$ cat src/rtl/fetch_pkg.sv
// Shared types and constants for the instruction fetch unit.
// Latency: n/a (package only).
// Backpressure: n/a (package only).
package fetch_pkg;

    // Request presented / one request outstanding / outstanding response to discard
    typedef enum logic [1:0] {
        ST_REQ   = 2'd0,
        ST_WAIT  = 2'd1,
        ST_DRAIN = 2'd2
    } fetch_state_t;

    localparam logic [31:0] RESET_PC_DEFAULT = 32'h0000_0000;
    localparam logic [31:0] NOP_INSTR        = 32'h0000_0013;

    // One buffered fetch result: the address it was fetched from and the word returned
    typedef struct packed {
        logic [31:0] pc;
        logic [31:0] instr;
    } fetch_entry_t;

    // Force a target onto a word boundary
    function automatic logic [31:0] align_pc(input logic [31:0] addr);
        return {addr[31:2], 2'b00};
    endfunction

endpackage

$ cat src/rtl/fetch_fifo.sv
// Two-entry buffer of fetched {pc, instr} pairs between imem and decode.
// Latency: a pushed entry is visible at the head the cycle after the push.
// Backpressure: push is dropped when full unless a pop happens in the same cycle; flush wins over everything.
module fetch_fifo
    import fetch_pkg::*;
#(
    parameter int DEPTH = 2
) (
    input  logic         clk,
    input  logic         reset_n,
    input  logic         push,
    input  logic         pop,
    input  logic         flush,
    input  fetch_entry_t push_data,
    output fetch_entry_t head_data,
    output logic         full,
    output logic         empty
);

    localparam logic [1:0] DEPTH_L = 2'(DEPTH);

    fetch_entry_t mem [2];
    logic         wr_ptr;
    logic         rd_ptr;
    logic [1:0]   cnt;
    logic         do_push;
    logic         do_pop;

    assign empty     = (cnt == 2'd0);
    assign full      = (cnt == DEPTH_L);
    assign do_pop    = pop & ~empty;
    // Push into a full buffer is only legal when the head leaves in the same cycle
    assign do_push   = push & (~full | do_pop);
    assign head_data = mem[rd_ptr];

    // Pointer and occupancy tracking; flush empties the buffer without touching storage
    always_ff @(posedge clk or negedge reset_n) begin
        if (!reset_n) begin
            wr_ptr <= 1'b0;
            rd_ptr <= 1'b0;
            cnt    <= 2'd0;
        end else if (flush) begin
            wr_ptr <= 1'b0;
            rd_ptr <= 1'b0;
            cnt    <= 2'd0;
        end else begin
            if (do_push) wr_ptr <= ~wr_ptr;
            if (do_pop)  rd_ptr <= ~rd_ptr;
            cnt <= cnt + {1'b0, do_push} - {1'b0, do_pop};
        end
    end

    // Data storage; outputs are masked by the parent while empty, so no reset needed
    always_ff @(posedge clk) begin
        if (do_push && !flush) begin
            mem[wr_ptr] <= push_data;
        end
    end

endmodule

$ cat src/rtl/fetch_unit.sv
// Instruction fetch: issues word fetches to imem, buffers results, hands {pc, instr} to decode.
// Latency: request registered one cycle after a decision; result at out_* the cycle after imem responds.
// Backpressure: out_ready low fills the 2-entry buffer, then imem_req_valid is held low; redirect flushes.
module fetch_unit
    import fetch_pkg::*;
#(
    parameter logic [31:0] RESET_PC   = RESET_PC_DEFAULT,
    parameter int          FIFO_DEPTH = 2
) (
    input  logic        clk,
    input  logic        reset_n,
    output logic        imem_req_valid,
    input  logic        imem_req_ready,
    output logic [31:0] imem_req_addr,
    input  logic        imem_rsp_valid,
    input  logic [31:0] imem_rsp_data,
    input  logic        redirect_valid,
    input  logic [31:0] redirect_pc,
    output logic        out_valid,
    input  logic        out_ready,
    output logic [31:0] out_pc,
    output logic [31:0] out_instr
);

    localparam logic [1:0] DEPTH_L = 2'(FIFO_DEPTH);

    fetch_state_t state;
    fetch_state_t state_nxt;
    logic [31:0]  pc;
    logic [31:0]  pc_nxt;
    logic [31:0]  acc_addr;
    logic         req_valid_q;
    logic         req_valid_nxt;

    logic         accept;
    logic         push;
    logic         pop;
    logic         outst;
    logic         outst_nxt;
    logic [1:0]   fifo_count;
    logic [1:0]   count_nxt;
    logic         fifo_full;
    logic         fifo_empty;
    fetch_entry_t push_entry;
    fetch_entry_t head_entry;

    assign accept     = (state == ST_REQ) & req_valid_q & imem_req_ready;
    // A response arriving together with a redirect is stale and never enters the buffer
    assign push       = (state == ST_WAIT) & imem_rsp_valid & ~redirect_valid;
    // A pop in a redirect cycle still completes for decode; the flush then clears the rest
    assign pop        = ~fifo_empty & out_ready;
    assign outst      = (state != ST_REQ);
    // Whether a request is still in flight after this cycle, regardless of redirect
    assign outst_nxt  = (outst & ~imem_rsp_valid) | accept;
    assign fifo_count = {fifo_full, ~fifo_full & ~fifo_empty};
    assign push_entry = '{pc: acc_addr, instr: imem_rsp_data};

    // Next occupancy, next state, next pc and next request-valid, all feeding registers only
    always_comb begin
        count_nxt     = fifo_count;
        state_nxt     = state;
        pc_nxt        = pc;
        req_valid_nxt = 1'b0;

        if (redirect_valid) begin
            count_nxt = 2'd0;
            pc_nxt    = align_pc(redirect_pc);
            state_nxt = outst_nxt ? ST_DRAIN : ST_REQ;
        end else begin
            count_nxt = fifo_count + {1'b0, push} - {1'b0, pop};
            if (accept) pc_nxt = pc + 32'd4;
            case (state)
                ST_REQ:   if (accept)         state_nxt = ST_WAIT;
                ST_WAIT:  if (imem_rsp_valid) state_nxt = ST_REQ;
                ST_DRAIN: if (imem_rsp_valid) state_nxt = ST_REQ;
                default:                      state_nxt = ST_REQ;
            endcase
        end

        // Only request when the result is guaranteed a buffer slot
        req_valid_nxt = (state_nxt == ST_REQ) && (count_nxt < DEPTH_L);
    end

    // Fetch control FSM with registered request outputs
    always_ff @(posedge clk or negedge reset_n) begin
        if (!reset_n) begin
            state       <= ST_REQ;
            pc          <= RESET_PC;
            acc_addr    <= 32'h0;
            req_valid_q <= 1'b0;
        end else begin
            state       <= state_nxt;
            pc          <= pc_nxt;
            req_valid_q <= req_valid_nxt;
            if (accept) acc_addr <= pc;
        end
    end

    fetch_fifo #(
        .DEPTH (FIFO_DEPTH)
    ) u_fifo (
        .clk       (clk),
        .reset_n   (reset_n),
        .push      (push),
        .pop       (pop),
        .flush     (redirect_valid),
        .push_data (push_entry),
        .head_data (head_entry),
        .full      (fifo_full),
        .empty     (fifo_empty)
    );

    assign imem_req_valid = req_valid_q;
    assign imem_req_addr  = pc;
    assign out_valid      = ~fifo_empty;
    assign out_pc         = fifo_empty ? 32'h0 : head_entry.pc;
    assign out_instr      = fifo_empty ? 32'h0 : head_entry.instr;

endmodule

$ cat config.mk
export PLATFORM = sky130hd
export DESIGN_NAME = fetch_unit
export DESIGN_NICKNAME = d
export VERILOG_FILES = /design/src/rtl/fetch_pkg.sv /design/src/rtl/fetch_fifo.sv /design/src/rtl/fetch_unit.sv
export SDC_FILE = /design/constraint.sdc
export NUM_CORES = 1
export LEC_CHECK = 0
export ABC_AREA = 0
export CELL_PAD_IN_SITES_DETAIL_PLACEMENT = 0
export CELL_PAD_IN_SITES_GLOBAL_PLACEMENT = 2
export CORE_ASPECT_RATIO = 1.2
export CORE_MARGIN = 5
export CORE_UTILIZATION = 34
export DETAILED_ROUTE_END_ITERATION = 10
export PLACE_DENSITY = 0.84
export SYNTH_ARGS = -nofsm -noshare
export SYNTH_HDL_FRONTEND = slang
export SYNTH_SLANG_ARGS = --single-unit
$ cat constraint.sdc
create_clock -name clk -period 10.45 [get_ports clk]
set_clock_uncertainty 0.1 [all_clocks]
set_input_delay 2.09 -clock clk [delete_from_list [all_inputs] [get_ports clk]]
set_output_delay 2.09 -clock clk [all_outputs]
set_load 0.02 [all_outputs]
==> impl_metrics.env <==
export IMPL_status="finished clean"
export IMPL_ctsRootBufferMaster="clkbuf_16"
export IMPL_postCtsResizedCells=0
export IMPL_fin_crit_sh_pct=47.56
export IMPL_antenna_cells=0
export IMPL_antenna_found_initial=0
export IMPL_die_area_um2=26780
export IMPL_grt_start_max_net_pins=68
export IMPL_wl_um=19020
export IMPL_hold_path_depth=0
export IMPL_relSlewSlack_pct=25.88
export IMPL_powerDensity_nw_per_um2=247.8
export IMPL_first_pass_iters=4
export IMPL_rsz0062_at_grt="false"
export IMPL_ys_ff_latch=191
export IMPL_synthCells=650
export IMPL_async_flop_share_pct=35.08
export IMPL_holdCritPathClass="reg2reg"
export IMPL_fin_setup_tns_ns=0
export IMPL_place_congestion=0.8295
export IMPL_synthFlopType="edfxtp_1"
export IMPL_drive_above_1_share_pct=5.897
export IMPL_path_max_fanout=62
export IMPL_cap_violations=0
export IMPL_cp_start_kind="flop"
export IMPL_die_width_um=150.2
export IMPL_cp_buffers_inverters=2
export IMPL_grt_pass1_vias=5299
export IMPL_final_area_um2=10550
export IMPL_critical_path_slowest_cell="buf_4"
export IMPL_grt_total_usage_pct=14.48
export IMPL_clkTransAtPathRegs_ns=0.07
export IMPL_crit_path_end_kind="output pin"
export IMPL_crit_chain="buf_4 -> mux2i_1 -> nor2_1 -> clkdlybuf4s50_1"
export IMPL_crit_start="u_fifo.rd_ptr$_DFFE_PN0P_"
export IMPL_final_hold_violation_count=0
export IMPL_ir_drop_mv=0.1090
export IMPL_drcViolationCount=0
export IMPL_post_cts_buffers=0
export IMPL_viasPerCell=4.703
export IMPL_grt_pass1_wl_um=29970
export IMPL_cp_depth=4
export IMPL_cts_buffers=17
export IMPL_cpPeakStageDelay_ns=0.82
export IMPL_std_cell_rows=61
export IMPL_reg2reg_from="state[1]$_DFF_PN0_"
export IMPL_crit_family="buffers and inverters"
export IMPL_port_buffers=161
export IMPL_hpwl_um=12320
export IMPL_holdBufCountCts=0
export IMPL_dieHeight_um=178.3
export IMPL_synth_edff_count=124
export IMPL_setup_violations=0
export IMPL_power_leakage_nw=3.762
export IMPL_drv_slew=0
export IMPL_first_iter_violations=275
export IMPL_clock_sinks=191
export IMPL_start_util_pct=34.58
export IMPL_yosysWarnings=0
export IMPL_cts_tree="built"
export IMPL_yosysUniqueCellTypes=41
export IMPL_fillers=2201
export IMPL_critPathKind="reg2out"
export IMPL_arrival_ns=2.78
export IMPL_ff2ff_path_depth=6
export IMPL_required_ns=8.26
export IMPL_core_um2=23200
export IMPL_seq_area_um2=5404
export IMPL_place_area_um2=9936
export IMPL_via_count=5310
export IMPL_clk_latency_ns=0.43
export IMPL_synth_area_um2=8024
export IMPL_period_needed_ns=4.970
export IMPL_htree_levels=4
export IMPL_timing_fmax_mhz=201.2
export IMPL_grt_overflow_total=0
export IMPL_hp_start="acc_addr[15]$_DFFE_PN0P_"
export IMPL_tightest_slew_ns=1.112
export IMPL_whs_ns=0.3678
export IMPL_wl_per_cell_um=16.85
export IMPL_io_pins=168
export IMPL_multiInputGateArea_um2=2434
export IMPL_cts_buffer_depth=2
export IMPL_seq_area_frac_synth_pct=67.30
export IMPL_ant_nets=0
export IMPL_avgSynthCellArea_um2=12.34
export IMPL_nets=878
export IMPL_synthToLayoutAreaGrowth_pct=31.48
final cells by class:
type	count	share of cell area (%)
Clock inverter	14	1.554
Multi-Input combinational cell	411	23.07
Tap cell	315	3.736
Sequential cell	191	51.22
Inverter	12	0.4269
Timing Repair Buffer	168	15.73
Clock buffer	18	4.269
report_power, final:
group | switching, mW | leakage (nW) | internal, mW
clock network | 0.301 | 0.306 | 0.376
logic | 0.530 | 1.52 | 0.395
registers | 0.0769 | 1.93 | 0.935
cells in the final DEF (no fill, tap or decap), types with 13 or more instances in the layout:
| cell | count |
|---|---|
| nor2_1 | 85 |
| mux2i_1 | 63 |
| clkdlybuf4s50_1 | 160 |
| nand2_1 | 107 |
| dfrtp_1 | 66 |
| nand4_1 | 13 |
| clkbuf_16 | 18 |
| edfxtp_1 | 124 |
| or4_1 | 13 |
| a31oi_1 | 16 |
| o21ai_0 | 21 |
layer usage:
| layer | wire length [um] | track usage (%) |
|---|---|---|
| met1 | 8419 | 19.05 |
| met2 | 9211 | 23.67 |
| met3 | 1055 | 3.609 |
| met4 | 334 | 4.500 |
| met5 | 0 | 0 |
synthesized netlist by cell type (5+ instances only):
library cell,instances,area (um^2)
inv_1,11,41.29
nand3_1,11,55.05
nor3_1,5,25.02
nor2_1,86,322.8
nand4_1,13,81.33
nor4_1,5,31.28
clkbuf_1,28,105.1
o21ai_0,21,105.1
xnor2_1,11,96.34
or4_1,13,97.59
o31ai_1,9,67.56
edfxtp_1,124,3724
nand2_1,107,401.6
ha_1,7,87.58
mux2i_1,63,630.6
a31oi_1,16,100.1
dfrtp_1,67,1677
or3_1,7,43.79
final timing paths:
check / end / slack, ns
worst max-delay path: out_pc[15] / 5.48
worst min-delay path: u_fifo.mem[0][47]$_DFFE_PP_ / 0.37
min in group asynchronous: acc_addr[21]$_DFFE_PN0P_ / 1.76
max in group asynchronous: u_fifo.rd_ptr$_DFFE_PN0P_ / 7.77
worst max register to register: imem_req_addr[18]$_DFFE_PN0N_ / 6.93
worst min register to register: u_fifo.mem[0][47]$_DFFE_PP_ / 0.37
stage by stage:
| stage | std cells | worst slack, ns | util (%) | power [mW] |
|---|---|---|---|---|
| after floorplan | 653 | 1.404 | - | 1.551 |
| after global placement | 1097 | 5.116 | 42.82 | 1.961 |
| after detailed placement | 1097 | 5.028 | 42.82 | 1.977 |
| after CTS | 1129 | 5.393 | 45.47 | 2.662 |
| after global routing | 1129 | 5.300 | 45.47 | 2.766 |
| final | 1129 | 5.480 | 45.47 | 2.615 |
flip-flops by register name, indices dropped and copies added (netlist names):
name            count
u_fifo.wr_ptr       1
imem_req_valid      1
state               2
u_fifo.rd_ptr       1
acc_addr           30
u_fifo.cnt          2
u_fifo.mem        124
imem_req_addr      30
logic make-up (layout without fill, tap and decap cells):
logic type	Yosys count	in the layout	synth area share (%)
fa+ha+maj	7	7	1.091
compound gates	57	57	4.522
mux	63	63	7.859
flops	191	191	67.30
xor+xnor	15	15	1.637
simple gates	265	265	14.84
buf+inv	51	212	2.698
other cells	1	4	0.04674
Note: power is estimated with default switching activity, not from simulation.
